## src/rtl/h_chal_trit_expand.sv

```systemverilog
// Expands SM3 challenge digests into T Picnic challenge trits, scanning 2-bit pairs
// MSB first, skipping 2'b11, and requesting a rehash whenever a digest runs dry.
module h_chal_trit_expand #(
  parameter int T  = 219,
  parameter int CW = 8
) (
  input  logic           clk,
  input  logic           reset,
  input  logic           start,
  input  logic [255:0]   hash_in,
  input  logic           hash_valid,
  output logic           rehash_req,
  output logic [255:0]   rehash_seed,
  output logic [2*T-1:0] trits_out,
  output logic [CW-1:0]  trit_count,
  output logic           busy,
  output logic           done
);

  // state     | meaning
  // IDLE      | not requested, outputs hold last (possibly partial) result
  // WAIT_HASH | armed, waiting for the first digest of this run
  // SCAN      | consuming one pair of the latched digest per cycle
  // REQ       | digest exhausted, rehash of rehash_seed requested
  // DONE      | T trits collected, result frozen until start falls
  typedef enum logic [2:0] {
    IDLE,
    WAIT_HASH,
    SCAN,
    REQ,
    DONE
  } state_t;

  localparam logic [CW-1:0] T_CNT = CW'(T);

  state_t         state, state_nxt;
  logic [255:0]   digest, digest_nxt;
  logic [6:0]     pair_idx, pair_idx_nxt;
  logic [255:0]   seed_nxt;
  logic           req_nxt;
  logic [2*T-1:0] trits_nxt;
  logic [CW-1:0]  cnt_nxt;
  logic           busy_nxt;
  logic           done_nxt;

  logic [7:0]     pair_lsb;
  logic [1:0]     pair;
  logic           pair_ok;
  logic [CW-1:0]  cnt_inc;

  // pair k sits at digest[255-2k:254-2k]; 254-2k == 2*(~k) for a 7-bit k
  assign pair_lsb = {~pair_idx, 1'b0};
  assign pair     = digest[pair_lsb +: 2];
  assign pair_ok  = (pair != 2'b11);
  assign cnt_inc  = trit_count + CW'(1);

  always_ff @(posedge clk or negedge reset) begin
    if (!reset) begin
      state       <= IDLE;
      digest      <= '0;
      pair_idx    <= '0;
      rehash_seed <= '0;
      rehash_req  <= 1'b0;
      trits_out   <= '0;
      trit_count  <= '0;
      busy        <= 1'b0;
      done        <= 1'b0;
    end else begin
      state       <= state_nxt;
      digest      <= digest_nxt;
      pair_idx    <= pair_idx_nxt;
      rehash_seed <= seed_nxt;
      rehash_req  <= req_nxt;
      trits_out   <= trits_nxt;
      trit_count  <= cnt_nxt;
      busy        <= busy_nxt;
      done        <= done_nxt;
    end
  end

  always_comb begin
    state_nxt    = state;
    digest_nxt   = digest;
    pair_idx_nxt = pair_idx;
    seed_nxt     = rehash_seed;
    req_nxt      = rehash_req;
    trits_nxt    = trits_out;
    cnt_nxt      = trit_count;
    busy_nxt     = busy;
    done_nxt     = done;

    case (state)
      IDLE: begin
        if (start) begin
          state_nxt = WAIT_HASH;
          trits_nxt = '0;
          cnt_nxt   = '0;
          busy_nxt  = 1'b1;
        end
      end

      WAIT_HASH: begin
        if (!start) begin
          state_nxt = IDLE;
          busy_nxt  = 1'b0;
          req_nxt   = 1'b0;
          done_nxt  = 1'b0;
        end else if (hash_valid) begin
          state_nxt    = SCAN;
          digest_nxt   = hash_in;
          pair_idx_nxt = '0;
        end
      end

      SCAN: begin
        if (!start) begin
          state_nxt = IDLE;
          busy_nxt  = 1'b0;
          req_nxt   = 1'b0;
          done_nxt  = 1'b0;
        end else begin
          if (pair_ok) begin
            trits_nxt[{trit_count, 1'b0} +: 2] = pair;
            cnt_nxt = cnt_inc;
          end
          // completing the last trit wins over running off the digest end
          if (pair_ok && (cnt_inc == T_CNT)) begin
            state_nxt = DONE;
            done_nxt  = 1'b1;
            busy_nxt  = 1'b0;
          end else if (pair_idx == 7'd127) begin
            state_nxt = REQ;
            seed_nxt  = digest;
            req_nxt   = 1'b1;
          end else begin
            pair_idx_nxt = pair_idx + 7'd1;
          end
        end
      end

      REQ: begin
        if (!start) begin
          state_nxt = IDLE;
          busy_nxt  = 1'b0;
          req_nxt   = 1'b0;
          done_nxt  = 1'b0;
        end else if (hash_valid) begin
          state_nxt    = SCAN;
          digest_nxt   = hash_in;
          pair_idx_nxt = '0;
          req_nxt      = 1'b0;
        end
      end

      DONE: begin
        if (!start) begin
          state_nxt = IDLE;
          done_nxt  = 1'b0;
        end
      end

      default: begin
        state_nxt = IDLE;
        busy_nxt  = 1'b0;
        req_nxt   = 1'b0;
        done_nxt  = 1'b0;
      end
    endcase
  end

endmodule

```

## config.mk

```make
export PLATFORM = sky130hd
export DESIGN_NAME = h_chal_trit_expand
export DESIGN_NICKNAME = d
export VERILOG_FILES = /design/src/rtl/h_chal_trit_expand.sv
export SDC_FILE = /design/constraint.sdc
export NUM_CORES = 2
export LEC_CHECK = 0
export BUFFER_PORTS_ARGS = -buffer_cell sky130_fd_sc_hd__buf_2
export CAP_MARGIN = 20
export CORE_AREA = 10 10 365 367
export DETAILED_ROUTE_END_ITERATION = 7
export DIE_AREA = 0 0 375 377
export PLACE_DENSITY = 0.64
export SYNTH_ARGS = -nofsm -noshare
export SYNTH_HDL_FRONTEND = slang
export SYNTH_SLANG_ARGS = --single-unit
```

## constraint.sdc

```tcl
create_clock -name clk -period 6 [get_ports clk]
set_input_delay 1.8 -clock clk [delete_from_list [all_inputs] [get_ports clk]]
set_output_delay 1.8 -clock clk [all_outputs]
set_load 0.02 [all_outputs]
```

==> Implementation_results.wiki <==
{| class="wikitable"
! Metric !! Value
|-
| Post-detailed-route count of antenna-violating nets || 0
|-
| Cells along the critical path || buf_12 -> mux2i_1 -> a22o_1 -> a2111oi_0 -> nor4_1 -> a22oi_2 -> a21boi_2 -> or3_4 -> buf_12 -> buf_4 -> mux2_4
|-
| Number of sinks on the clock net || approximately 970
|-
| Overflow left after global routing || 0
|-
| Avg Cell Area, Syn || 10.63 sq um
|-
| Measured slew at the worst slew-check pin || between 1 and 1.5 ns
|-
| Post-layout instance count excluding filler cells || approximately 6600
|-
| Nets in the synthesized netlist || ~4300
|-
| Core Rows || 130
|-
| Highest net fanout along the worst path || 39
|-
| Worst R2R Setup Slack || slightly below 0.4 ns
|-
| F_max || approximately 0.18 GHz
|-
| Post-synthesis instance area || 42810 sq um
|-
| DRC violation count after routing || 1
|-
| DRT iter0 DRCs || a little over 4000
|-
| Post-synth top area cell || sky130_fd_sc_hd__dfrtp_1
|-
| Hold Path Class || reg2reg
|-
| DR vias || 36400
|-
| Max Root-Sink Buffers || 3
|-
| Crit path top cell by count || sky130_fd_sc_hd__buf_12
|-
| Root Driver || sky130_fd_sc_hd__clkbuf_16
|-
| Power density relative to cell area || between 300 and 400 nW/um^2
|-
| Slew Limit Headroom || 26.34%
|-
| Min cycle time layout || 5.604 ns
|-
| Worst Hold Path Cells || 1
|-
| Fraction of post-synthesis cell area in the top cell type by area || 56.75%
|-
| Setup slack after placement || between 0.5 and 0.6 ns
|-
| Antenna violations before repair || 18
|-
| Die outline height || about 380 um
|-
| Chip Width || around 380 um
|-
| Flip-flop cell with the highest count after synthesis || sky130_fd_sc_hd__dfrtp_1
|-
| Proportion of layout cells with a drive suffix above 1 || 31.25%
|-
| H-tree levels || 3
|-
| Global-route usage over all layers || 24.35%
|-
| Starting utilization of the core area || about a third
|-
| Boundary pin count || ~970
|-
| Final estimated routing congestion in global placement || between 0.8 and 0.9
|-
| Number of clock buffers inserted by TritonCTS || about 100
|-
| Number of violations of the max-capacitance limit || 0
|-
| Outcome || finished with violations
|-
| Post-synth EDFFs || 0
|-
| Clock network latency to the later pin of the worst-skew pair || ~0.73 ns
|-
| Count of buffers added by post-CTS timing repair for setup || 0
|-
| Die area || 141400 sq um
|-
| Number of buffers added on ports || 964
|-
| Final nets || around 5000
|-
| VDD IR max || approximately 0.26 mV
|-
| Worst hold path endpoint || trits_out[310]
|-
| Critical Path Source Type || register
|-
| Post-cts repair resize count || 0
|-
| Largest stage delay on the critical path || approximately 0.98 ns
|-
| Post-DP HPWL || approximately 130000 um
|-
| Placeable core area || around 130000 sq um
|-
| Cells after DPL || approximately 6400
|-
| Critical path data arrival time || 6.17 ns
|-
| Total negative setup slack || 0 ns
|-
| Setup repair after global routing missed its margin || no
|-
| Worst reg2reg startpoint || pair_idx[1]
|-
| Post-synthesis instance total || 4028
|-
| Final worst path period share || 93.41%
|-
| Number of hold-repair buffers added at the cts stage || 0
|-
| Worst r2r dst || rehash_seed[220]
|-
| Largest net degree at the start of global routing || 254
|-
| Number of hold violations in the final report || 0
|-
| CP required || approximately 6.6 ns
|-
| Total iterations of the first detailed-routing run || 8
|-
| Number of global-route vias before repair || around 36000
|-
| Syn-to-layout area delta || 23.18%
|-
| Aggregate routed wire length || 180300 um
|-
| Crit Path Category || reg2reg
|-
| Clock tree from TritonCTS || done
|-
| Register area share after synthesis || 56.75%
|-
| Final Max Tran Viols || 0
|-
| Slack of the critical path || approximately 0.4 ns
|-
| Clock transition time at the flip-flop clock pins of the worst setup and hold paths || approximately 0.070 ns
|-
| Total of endpoints with negative setup slack in the final report || 0
|-
| Cell with the biggest individual delay on the critical path || sky130_fd_sc_hd__dfrtp_4
|-
| Worst clock skew || 0.05553 ns
|-
| Most common cell after layout, fill and taps aside || sky130_fd_sc_hd__dfrtp_1
|-
| Violations in the final reports || design-rule violations
|-
| Endpoint kind of the worst setup timing path || register
|-
| FFs w/ async S/R, synth || 100.0%
|-
| Worst Reg-to-Reg Cells || 11
|-
| Yosys warns || 0
|-
| Leading cell types in the layout, fill and taps excluded || sky130_fd_sc_hd__dfrtp_1 (968), sky130_fd_sc_hd__buf_2 (963), sky130_fd_sc_hd__nand2_1 (946)
|-
| Netlist cell types || 78
|-
| Startpoint of the tightest hold check path || trits_out[310]
|-
| Seq cells post-synth || between 900 and 1000
|-
| Largest cells by area after synthesis || sky130_fd_sc_hd__dfrtp_1 (57%), sky130_fd_sc_hd__nand2_1 (8.3%), sky130_fd_sc_hd__mux2_4 (7.6%)
|-
| Average via count per standard cell || between 5 and 6
|-
| Global-route wire length before repair || 258200 um
|-
| Static Leak || 27.44 nW
|-
| Filler cell count in the final layout || between 10000 and 15000
|-
| Wire length per cell after detailed routing || between 20 and 30 um
|}
layer usage:
metal	share of wire [%]	vias up	wire (um)	track usage [%]
met3	10	387	17970	8.213
met5	0.019	-	34	0
met4	5.8	6	10520	13.20
li1	-	15790	-	-
met2	44	1797	79280	36.46
met1	40	18420	72520	30.90
cells in the mapped netlist, types with 4 or more instances:
library cell and instances:
sky130_fd_sc_hd__dfrtp_1 971, sky130_fd_sc_hd__nand2_1 946, sky130_fd_sc_hd__o21ai_0 623, sky130_fd_sc_hd__clkbuf_1 233
sky130_fd_sc_hd__mux2_4 218, sky130_fd_sc_hd__a21oi_1 197, sky130_fd_sc_hd__nand3_1 76, sky130_fd_sc_hd__nor2_1 72
sky130_fd_sc_hd__inv_1 61, sky130_fd_sc_hd__mux2i_1 54, sky130_fd_sc_hd__o31ai_1 44, sky130_fd_sc_hd__o41ai_1 42
sky130_fd_sc_hd__mux4_2 41, sky130_fd_sc_hd__mux2_2 39, sky130_fd_sc_hd__o22ai_1 38, sky130_fd_sc_hd__a31oi_1 28
sky130_fd_sc_hd__and3_1 22, sky130_fd_sc_hd__buf_8 21, sky130_fd_sc_hd__a22o_1 20, sky130_fd_sc_hd__a32o_1 19
sky130_fd_sc_hd__buf_2 19, sky130_fd_sc_hd__a21o_1 17, sky130_fd_sc_hd__nor3_1 17, sky130_fd_sc_hd__o32ai_1 15
sky130_fd_sc_hd__and2_1 14, sky130_fd_sc_hd__o21ai_1 12, sky130_fd_sc_hd__buf_1 11, sky130_fd_sc_hd__o2bb2ai_1 11
sky130_fd_sc_hd__a22oi_1 10, sky130_fd_sc_hd__buf_4 10, sky130_fd_sc_hd__buf_6 9, sky130_fd_sc_hd__nand4_1 9
sky130_fd_sc_hd__nor2b_1 9, sky130_fd_sc_hd__nor4_1 7, sky130_fd_sc_hd__or3_1 7, sky130_fd_sc_hd__a211oi_1 6
sky130_fd_sc_hd__ha_1 6, sky130_fd_sc_hd__nand2b_1 6, sky130_fd_sc_hd__a221o_1 5, sky130_fd_sc_hd__xnor2_1 5
sky130_fd_sc_hd__buf_12 4, sky130_fd_sc_hd__nor3b_1 4
layout make-up:
class	count	area [sq um]	area share, %
Clock inverter	35	496.7	0.9419
Sequential cell	971	24310	46.09
Multi-Input combinational cell	2688	16860	31.97
Inverter	61	229.0	0.4342
Clock buffer	152	3044	5.772
Timing Repair Buffer	1047	5708	10.82
Antenna cell	11	27.53	0.05219
Tap cell	1650	2064	3.915
cells by family after synthesis:
kind of cell,share of synthesized area [%]
multiplexers,12.09
AND/OR/NAND/NOR,11.52
XOR/XNOR,0.1432
AO/OA/AOI/OAI,15.05
buffers and inverters,4.243
adder cells (fa/ha/maj),0.1987
flip-flops,56.75
power breakdown:
group          switching, mW  total (mW)  internal (mW)
sequential             0.489        7.43           6.94
combinational           1.28        1.95          0.671
clock                   2.80        6.68           3.87
total                   4.57        16.1           11.5
flip-flops by register name, summed over array words and instances, names as in the netlist:
| name | count |
|---|---|
| busy | 1 |
| pair_idx | 7 |
| digest | 256 |
| trit_count | 8 |
| rehash_seed | 256 |
| done | 1 |
| trits_out | 438 |
| state | 3 |
| rehash_req | 1 |
worst max-delay path by stage:
stage | startpoint | endpoint | slack [ns] | cells after the start
6_report | pair_idx[1] | rehash_seed[220] | 0.40 | 11
5_1_grt | pair_idx[0] | rehash_seed[211] | 0.24 | 11
4_1_cts | pair_idx[0] | rehash_seed[220] | 0.50 | 11
3_5_place_dp | pair_idx[0] | rehash_seed[123] | 0.51 | 11
3_3_place_gp | pair_idx[0] | rehash_seed[254] | 0.59 | 11
2_1_floorplan | start | trits_out[50] | 2.55 | 8
worst max-delay path, delay by kind of cell, from the launching register on:
kind | cells | cell delay (ns)
AO/OA/AOI/OAI | 4 | 1.36
buffers and inverters | 3 | 0.91
flip-flops | 1 | 0.98
multiplexers | 2 | 0.90
AND/OR/NAND/NOR | 2 | 1.19
through the flow:
step | utilization [%] | hold slack (ns) | power (mW) | cell area (sq um)
final | 42.05 | 0.4910 | 16.05 | 52740
after global routing | 42.05 | 0.4952 | 16.62 | 52730
after CTS | 42.03 | 0.4907 | 16.12 | 52710
after detailed placement | 39.21 | 0.4729 | 9.472 | 49170
after global placement | 39.21 | 0.4641 | 9.433 | 49170
after floorplan | - | 0.4584 | 8.466 | 42810
Power figures use the tool's default switching activity.
